===== src/rtl/config_pkg.sv =====
`default_nettype none
// +----------------------------------------------------------------------+
// | config_pkg                                                           |
// | Shared data word types and the mac_unit state encoding.              |
// | Rev 1.0 - initial release                                            |
// +----------------------------------------------------------------------+
package config_pkg;

  typedef logic [31:0] data_t;
  typedef logic [63:0] w_data_t;

  typedef enum logic [2:0] {
    IDLE    = 3'd0,
    MUL     = 3'd1,
    ADD     = 3'd2,
    SEND_HI = 3'd3,
    SEND_LO = 3'd4
  } mac_state_t;

endpackage
`default_nettype wire


===== src/rtl/seq_mul.sv =====
`default_nettype none
// +----------------------------------------------------------------------+
// | seq_mul                                                              |
// | Unsigned shift-add multiplier, one multiplier bit per clock.         |
// | Rev 1.0 - initial release                                            |
// +----------------------------------------------------------------------+
module seq_mul #(
  parameter int DW = 32
) (
  input  logic            clk,
  input  logic            arst_i,
  input  logic            start,
  input  logic [DW-1:0]   a,
  input  logic [DW-1:0]   b,
  output logic            done,
  output logic [2*DW-1:0] product
);

  localparam int CW = $clog2(DW);
  localparam logic [CW-1:0] c_last = CW'(DW - 1);

  logic [2*DW-1:0] r_mcand;
  logic [DW-1:0]   r_mplier;
  logic [2*DW-1:0] r_acc;
  logic [CW-1:0]   r_cnt;
  logic            r_run;
  logic            r_done;

  // Always runs the full DW iterations; done is a registered one-cycle pulse.
  always_ff @(posedge clk or posedge arst_i) begin
    if (arst_i) begin
      r_mcand  <= '0;
      r_mplier <= '0;
      r_acc    <= '0;
      r_cnt    <= '0;
      r_run    <= 1'b0;
      r_done   <= 1'b0;
    end else begin
      r_done <= 1'b0;
      if (start) begin
        r_mcand  <= {{DW{1'b0}}, a};
        r_mplier <= b;
        r_acc    <= '0;
        r_cnt    <= '0;
        r_run    <= 1'b1;
      end else if (r_run) begin
        if (r_mplier[0]) begin
          r_acc <= r_acc + r_mcand;
        end
        r_mcand  <= r_mcand << 1;
        r_mplier <= r_mplier >> 1;
        r_cnt    <= r_cnt + 1'b1;
        if (r_cnt == c_last) begin
          r_run  <= 1'b0;
          r_done <= 1'b1;
        end
      end
    end
  end

  assign done    = r_done;
  assign product = r_acc;

endmodule
`default_nettype wire


===== src/rtl/mac_unit.sv =====
`default_nettype none
// +----------------------------------------------------------------------+
// | mac_unit                                                             |
// | Sequential a*b+c with a one-entry pending buffer and a two-word      |
// | valid/ready result serializer (high word first).                     |
// | Rev 1.0 - initial release                                            |
// +----------------------------------------------------------------------+
module mac_unit
  import config_pkg::*;
#(
  parameter int DW = $bits(data_t)
) (
  input  logic            clk,
  input  logic            arst_i,
  input  logic            operation_valid_i,
  input  logic [DW-1:0]   operand_a_i,
  input  logic [DW-1:0]   operand_b_i,
  input  logic [2*DW-1:0] operand_c_i,
  output logic [DW-1:0]   wr_data_o,
  output logic            wr_data_valid_o,
  input  logic            wr_data_ready_i,
  output logic            busy_o,
  output logic            drop_o
);

  mac_state_t      r_state;
  mac_state_t      w_state_nxt;

  logic [2*DW-1:0] r_c;
  logic [2*DW-1:0] r_acc;
  logic            r_pend_full;
  logic [DW-1:0]   r_pend_a;
  logic [DW-1:0]   r_pend_b;
  logic [2*DW-1:0] r_pend_c;
  logic            r_drop;

  logic            w_busy;
  logic            w_last_hs;
  logic            w_consume;
  logic            w_start;
  logic            w_accept;
  logic            w_store;
  logic            w_drop;
  logic [DW-1:0]   w_start_a;
  logic [DW-1:0]   w_start_b;
  logic [2*DW-1:0] w_start_c;
  logic            w_mul_done;
  logic [2*DW-1:0] w_product;

  assign w_busy    = (r_state != IDLE);
  assign w_last_hs = (r_state == SEND_LO) && wr_data_ready_i;

  // A pending entry is also drained from IDLE: an op landing on the final
  // handshake of an empty-pending run would otherwise be stranded there.
  assign w_consume = r_pend_full && ((r_state == IDLE) || w_last_hs);
  assign w_start   = w_consume || ((r_state == IDLE) && operation_valid_i);
  assign w_start_a = w_consume ? r_pend_a : operand_a_i;
  assign w_start_b = w_consume ? r_pend_b : operand_b_i;
  assign w_start_c = w_consume ? r_pend_c : operand_c_i;

  assign w_accept  = operation_valid_i && (w_busy || w_consume);
  assign w_store   = w_accept && (!r_pend_full || w_consume);
  assign w_drop    = w_accept && r_pend_full && !w_consume;

  seq_mul #(
    .DW (DW)
  ) u_seq_mul (
    .clk     (clk),
    .arst_i  (arst_i),
    .start   (w_start),
    .a       (w_start_a),
    .b       (w_start_b),
    .done    (w_mul_done),
    .product (w_product)
  );

  always_ff @(posedge clk or posedge arst_i) begin
    if (arst_i) begin
      r_state <= IDLE;
    end else begin
      r_state <= w_state_nxt;
    end
  end

  always_comb begin
    w_state_nxt     = r_state;
    wr_data_o       = '0;
    wr_data_valid_o = 1'b0;
    case (r_state)
      IDLE:    if (w_start) w_state_nxt = MUL;
      MUL:     if (w_mul_done) w_state_nxt = ADD;
      ADD:     w_state_nxt = SEND_HI;
      SEND_HI: begin
        wr_data_valid_o = 1'b1;
        wr_data_o       = r_acc[2*DW-1:DW];
        if (wr_data_ready_i) w_state_nxt = SEND_LO;
      end
      SEND_LO: begin
        wr_data_valid_o = 1'b1;
        wr_data_o       = r_acc[DW-1:0];
        if (wr_data_ready_i) w_state_nxt = w_consume ? MUL : IDLE;
      end
      default: w_state_nxt = IDLE;
    endcase
  end

  always_ff @(posedge clk or posedge arst_i) begin
    if (arst_i) begin
      r_c         <= '0;
      r_acc       <= '0;
      r_pend_full <= 1'b0;
      r_pend_a    <= '0;
      r_pend_b    <= '0;
      r_pend_c    <= '0;
      r_drop      <= 1'b0;
    end else begin
      r_drop <= w_drop;
      if (w_start) begin
        r_c <= w_start_c;
      end
      if (r_state == ADD) begin
        r_acc <= w_product + r_c;
      end
      if (w_store) begin
        r_pend_full <= 1'b1;
        r_pend_a    <= operand_a_i;
        r_pend_b    <= operand_b_i;
        r_pend_c    <= operand_c_i;
      end else if (w_consume) begin
        r_pend_full <= 1'b0;
      end
    end
  end

  assign busy_o = w_busy;
  assign drop_o = r_drop;

endmodule
`default_nettype wire


===== config.mk =====
export PLATFORM = sky130hd
export DESIGN_NAME = mac_unit
export DESIGN_NICKNAME = d
export VERILOG_FILES = /design/src/rtl/config_pkg.sv /design/src/rtl/seq_mul.sv /design/src/rtl/mac_unit.sv
export SDC_FILE = /design/constraint.sdc
export NUM_CORES = 1
export LEC_CHECK = 0
export CORE_ASPECT_RATIO = 0.9
export CORE_MARGIN = 4
export CORE_UTILIZATION = 65
export CTS_CLUSTER_SIZE = 16
export DETAILED_ROUTE_END_ITERATION = 8
export PLACE_DENSITY = 0.89
export REMOVE_ABC_BUFFERS = 1
export SLEW_MARGIN = 5
export SYNTH_ARGS = -nofsm -noshare
export SYNTH_HDL_FRONTEND = slang
export SYNTH_HIERARCHICAL = 1
export SYNTH_SLANG_ARGS = --single-unit

===== constraint.sdc =====
create_clock -name clk -period 19.8 [get_ports clk]
set_clock_uncertainty 0.05 [all_clocks]
set_input_delay 2.97 -clock clk [delete_from_list [all_inputs] [get_ports clk]]
set_output_delay 2.97 -clock clk [all_outputs]
set_load 0.005 [all_outputs]

# ---- Word level (Yosys, flattened, before mapping)
# Cells that the tools add are included.
dict set report totals {
  output_inout_bits 35
  regBits 428
  in_bits 132
}
dict set report classes {
  reduce_logical 21
  muxes 28
  add_sub_neg 3
  n_eq_ne 9
}
# operator count
set op_table {}
lappend op_table {{64-bit 2-to-1 mux} 6}
lappend op_table {{64-bit adder} 2}
lappend op_table {{32-bit 2-to-1 mux} 4}
lappend op_table {{32-bit case mux with 2 select lines} 1}
lappend op_table {{3-bit case mux with 5 select lines} 1}
lappend op_table {{3-bit 2-to-1 mux} 4}
lappend op_table {{1-bit 2-to-1 mux} 10}
lappend op_table {{5-bit 2-to-1 mux} 2}
lappend op_table {{1-bit logical AND} 7}
lappend op_table {{3-bit by 2-bit == test with 1-bit output, second input constant} 2}
lappend op_table {{2-bit nonzero test} 3}
lappend op_table {{5-bit by 1-bit adder with 5-bit output, second input constant} 1}
lappend op_table {{5-bit == test, second input constant} 1}
lappend op_table {{1-bit logical OR} 4}
lappend op_table {{2-bit by 1-bit != test with 1-bit output, second input constant} 2}
lappend op_table {{2-bit != test, second input constant} 2}
lappend op_table {{4-bit AND reduction} 1}
lappend op_table {{3-bit by 1-bit == test with 1-bit output, second input constant} 1}
lappend op_table {{3-bit == test, second input constant} 1}
lappend op_table {{3-bit logical NOT} 1}
lappend op_table {{3-bit nonzero test} 1}
lappend op_table {{1-bit logical NOT} 2}
lappend op_table {{2-bit AND reduction} 1}
lappend op_table {{2-bit OR reduction} 1}

# ---- Logic depth before layout (Yosys ltp)
dict set report logic_depth {
  word_depth 8
  ltp_mapped 15
  ltp_nobuf 13
}

# ---- By module
# The synthesis kept the hierarchy.
# module area_each_um2 cells_each instances seq_area_each_um2
set by_module_without_submodules {}
lappend by_module_without_submodules {mac_unit 14901.8 1441 1 6531.3}
lappend by_module_without_submodules {seq_mul 10719.0 1194 1 4179.0}

# ---- Worst setup path after synthesis
# No wires, ideal clock.
dict set report synth_timing {
  path_type {input -> register}
  startpoint {input wr_data_ready_i}
  endpoint {register u_seq_mul.r_acc[30], in the netlist u_seq_mul/product[30]}
  arrival_ps 5302
  cell_stages 11
  path_slack_ps 14384
  path_cell_list {o21a_1 -> a22oi_1 -> clkbuf_1 -> clkbuf_1 -> clkbuf_1 -> inv_1 -> clkbuf_1 -> nor2_1 -> clkbuf_1 -> o21a_1 -> a31o_2}
}
dict set report synth_between {
  elab_chain_cells 6
}
# item line
set synth_rtl {}
lappend synth_rtl {{start, declared} mac_unit.sv:21} ;# input logic wr_data_ready_i,
lappend synth_rtl {{1-bit logical AND *} mac_unit.sv:51} ;# assign w_last_hs = (r_state == SEND_LO) && wr_data_ready_i;
lappend synth_rtl {{1-bit logical OR *} mac_unit.sv:55} ;# assign w_consume = r_pend_full && ((r_state == IDLE) || w_last_hs);
lappend synth_rtl {{1-bit logical AND *} mac_unit.sv:55}
lappend synth_rtl {{1-bit logical OR *} mac_unit.sv:56} ;# assign w_start = w_consume || ((r_state == IDLE) && operation_valid_i);
lappend synth_rtl {{named net w_start} mac_unit.sv:40} ;# logic w_start;
lappend synth_rtl {{2-bit nonzero test (no source line)} n/a}
lappend synth_rtl {{2-bit AND reduction (no source line)} n/a}
lappend synth_rtl {{end signal, assigned} seq_mul.sv:48} ;# r_acc <= r_acc + r_mcand;
lappend synth_rtl {{end, declared} seq_mul.sv:24} ;# logic [2*DW-1:0] r_acc;
# Mark *: on every way through the listed nets, which the timed path passes. The rest lies on a longest branch.
# A chain may end at the register's enable or synchronous reset.

# ---- Final worst setup path
dict set report layout_timing {
  startpoint {input wr_data_ready_i}
  endpoint {register r_pend_a[21]}
}
dict set report layout_between {
  elab_chain_cells 6
}
# item line
set layout_rtl {}
lappend layout_rtl {{1-bit logical AND *} mac_unit.sv:51}
lappend layout_rtl {{1-bit logical OR *} mac_unit.sv:55}
lappend layout_rtl {{1-bit logical AND *} mac_unit.sv:55}
lappend layout_rtl {{1-bit logical OR} mac_unit.sv:61} ;# assign w_accept = operation_valid_i && (w_busy || w_consume);
lappend layout_rtl {{1-bit logical AND} mac_unit.sv:61}
lappend layout_rtl {{1-bit logical AND *} mac_unit.sv:62} ;# assign w_store = w_accept && (!r_pend_full || w_consume);
lappend layout_rtl {{end signal, assigned} mac_unit.sv:126} ;# r_pend_a <= operand_a_i;
lappend layout_rtl {{end, declared} mac_unit.sv:32} ;# logic [DW-1:0] r_pend_a;
# Mark *: on every way between the ends. The rest lies on a longest branch, timed or not.

==> impl_metrics.py <==
metrics = {
    "run_status": {
        "outcome": "finished, final reports clean",
    },
    "yosys": {
        "async_reset_ff_share_pct": 100.0,
        "syn_area_um2": 25620,
        "synth_top_area_share_pct": 41.80,
        "yosysSeqAreaShare_pct": 41.80,
        "ys_types": 88,
        "synth_seq_cells": 428,
        "syn_inst": 2635,
        "yosys-top-cells-area": "dfrtp_1, mux2_2, mux2i_1, ha_1, nand2_1",
        "synth_edf_count": 0,
        "synth_ff_type": "dfrtp_1",
        "yosys_warnings": 6,
        "synth_area_per_cell_um2": 9.723,
        "yosysTopAreaCell": "dfrtp_1",
    },
    "critical_path": {
        "critPathLaunch": "wr_data_ready_i",
        "endpoint": "r_pend_a[21]",
        "path_cells": "clkdlybuf4s50_1 -> o21a_1 -> nand2_4 -> o21ai_0 -> nand2_4 -> buf_4 -> mux2_2",
        "r2r_cells": 13,
        "timing.rr.end": "u_seq_mul/product[48]",
        "slowest_stage": "buf_4",
        "crit_fanout": 65,
        "critPathRequiredTime_ps": 20200,
        "cp-end-kind": "register",
        "r2r-start": "u_seq_mul/product[0]",
        "rrSetupSlack_ps": 15790,
        "startpoint_type": "input port",
        "critPathKind": "in2reg",
        "cpPeakStageDelay_ps": 850,
        "arrival_ps": 6560,
        "crit_path_frequent_cell": "nand2_4",
    },
    "clocking": {
        "cts_tree": "built",
        "cts_hold_buffers": 0,
        "clock_latency_ps": 590,
        "cts_made_buffers": 44,
        "path_clk_slew_ps": 60,
        "root_buffer": "clkbuf_16",
        "clockBufferDepth": 3,
        "cts-htree-levels": 2,
        "cts_resized": 0,
        "post_cts_buffers": 0,
        "cts_sinks": 428,
    },
    "detailed_routing": {
        "viasPerCell": 6.390,
        "drt-pass1-iter-count": 6,
        "vias": 20760,
        "wl_um": 68880,
        "antenna_left": 0,
        "drc": 0,
        "drt_iter0_drc": 2120,
        "wire_per_inst_um": 21.20,
    },
    "place": {
        "hpwl_um": 49110,
        "io_buffers": 166,
        "routabilityCongestion": 0.9819,
        "place_area_um2": 27440,
    },
    "min_path": {
        "hp-class": "reg2reg",
    },
    "timing": {
        "period_needed_ps": 6160,
        "timing.final.crit_share_pct": 31.11,
        "max_slew_margin_pct": 15.98,
        "hold_violations": 0,
        "setup_tns_ps": 0,
        "whs_ps": 433.6,
        "maxSlewViolCount": 0,
        "setup_viol": 0,
        "max_clock_freq_mhz": 162.3,
        "rsz0062_at_grt": "false",
        "tightest_slew_ps": 1260,
    },
    "grt": {
        "grt_first_pass_wirelength_um": 110500,
        "grt_max_degree": 114,
        "antenna_found_initial": 2,
        "grt-ovfl-total": 0,
        "grt_pass1_vias": 20690,
        "grt_usage_pct": 32.02,
    },
    "floorplan": {
        "rows": 68,
        "fp.dieW_um": 217.3,
        "die_area_um2": 42660,
        "io_pins": 167,
        "core_um2": 38630,
        "dieHeight_um": 196.4,
        "initial_core_util_pct": 66.33,
    },
    "pwr": {
        "peakVddDrop_mv": 0.1381,
        "finalPower_mw": 5.234,
        "leakage_nw": 13.92,
        "p_per_area_nw_per_um2": 180.7,
    },
    "finish": {
        "drive_gt1_share_pct": 12.22,
        "final_util_pct": 75.01,
        "layout.nets": 2951,
        "finalInstanceArea_um2": 28970,
        "n_antenna_cell": 0,
        "synthToLayoutAreaGrowth_pct": 13.08,
    },
    "run": {
        "drv_cap": 0,
    },
}
## power breakdown
part	internal, mW	switching, mW
logic	1.12	1.61
registers	1.27	0.346
clock network	0.530	0.360
total	2.92	2.31
## cell type report
| type | instances | area, um2 |
|---|---|---|
| flip-flops and latches | 428 | 10710 |
| repair buffers | 184 | 1797 |
| clock inverters | 22 | 309.0 |
| fillers | 2673 | 9654 |
| inverters | 34 | 145.1 |
| multi-input cells | 1997 | 14120 |
| well taps | 525 | 656.9 |
| clock buffers | 59 | 1229 |
## flip-flops by register name (all words and copies together) (netlist names)
register / flops
drop_o: 1
r_acc: 64
r_state: 3
u_seq_mul/r_cnt: 5
u_seq_mul/r_mcand: 64
u_seq_mul/r_run: 1
r_pend_full: 1
u_seq_mul/product: 64
u_seq_mul/done: 1
r_pend_b: 32
u_seq_mul/r_mplier: 32
r_pend_a: 32
r_c: 64
r_pend_c: 64
## worst max-delay path: cells and delay by family
family,cells,cell delay (ps)
mux,1,420
simple gates,2,1220
compound gates,2,540
buf+inv,2,1350
## through the flow
stage,std cells,worst slack [ps]
final,3249,13640
after global routing,3249,13520
after CTS,3249,13650
after detailed placement,3168,13060
after global placement,3168,13230
after floorplan,2459,5582
## layout by cell type, fill, tap and decap left out, types with 46 or more instances in the layout
cell type and n:
ha_1 128, clkdlybuf4s50_1 166, mux2_2 194, nor2_1 117
o21ai_0 238, a21oi_1 183, nand2_1 358, xor2_1 46
xnor2_1 68, mux2i_1 162, dfrtp_1 427, a22o_1 59
a21o_1 74
## cell usage after synthesis (11+ instances only)
master    count
inv_1        34
o21a_1       14
xnor2_1      68
o21ai_1      21
nand2_1     361
buf_2        20
mux2_2      194
dfrtp_1     428
xor2_1       46
nor2b_1      13
nor2_1      118
clkbuf_1    135
ha_1        128
nand3_1      27
o31ai_1      11
buf_1        18
a21o_1       74
o21bai_1     25
mux2i_1     162
nand4_1      42
nor3_1       27
and3_1       17
o211ai_1     12
a211oi_1     16
o21ai_0     238
a22o_1       59
a21oi_1     183
## metal layers
| metal | vias up | share of wire [%] | global-route usage, % |
|---|---|---|---|
| met5 | - | 0.025 | 0 |
| met4 | 2 | 2.6 | 9.374 |
| met3 | 131 | 7.9 | 5.904 |
| met2 | 777 | 46 | 50.86 |
| met1 | 10240 | 43 | 45.61 |
| li1 | 9614 | - | - |
## worst min path at each step
stage	startpoint	end	slack [ps]	cells past startpoint
after CTS	r_acc[52]	r_acc[52]	440	2
after global routing	r_acc[52]	r_acc[52]	460	2
final	r_acc[52]	r_acc[52]	430	2
after floorplan	r_acc[35]	r_acc[35]	390	2
after global placement	r_acc[35]	r_acc[35]	410	2
after detailed placement	r_acc[35]	r_acc[35]	410	2
## kinds of logic after synthesis
| logic type | synth area share, % |
|---|---|
| AO/OA/AOI/OAI | 18.31 |
| XOR/XNOR | 3.897 |
| adder cells (fa/ha/maj) | 6.407 |
| buffers and inverters | 3.199 |
| flip-flops | 41.80 |
| multiplexers | 14.91 |
| AND/OR/NAND/NOR | 11.47 |
Power figures use the tool's default switching activity.
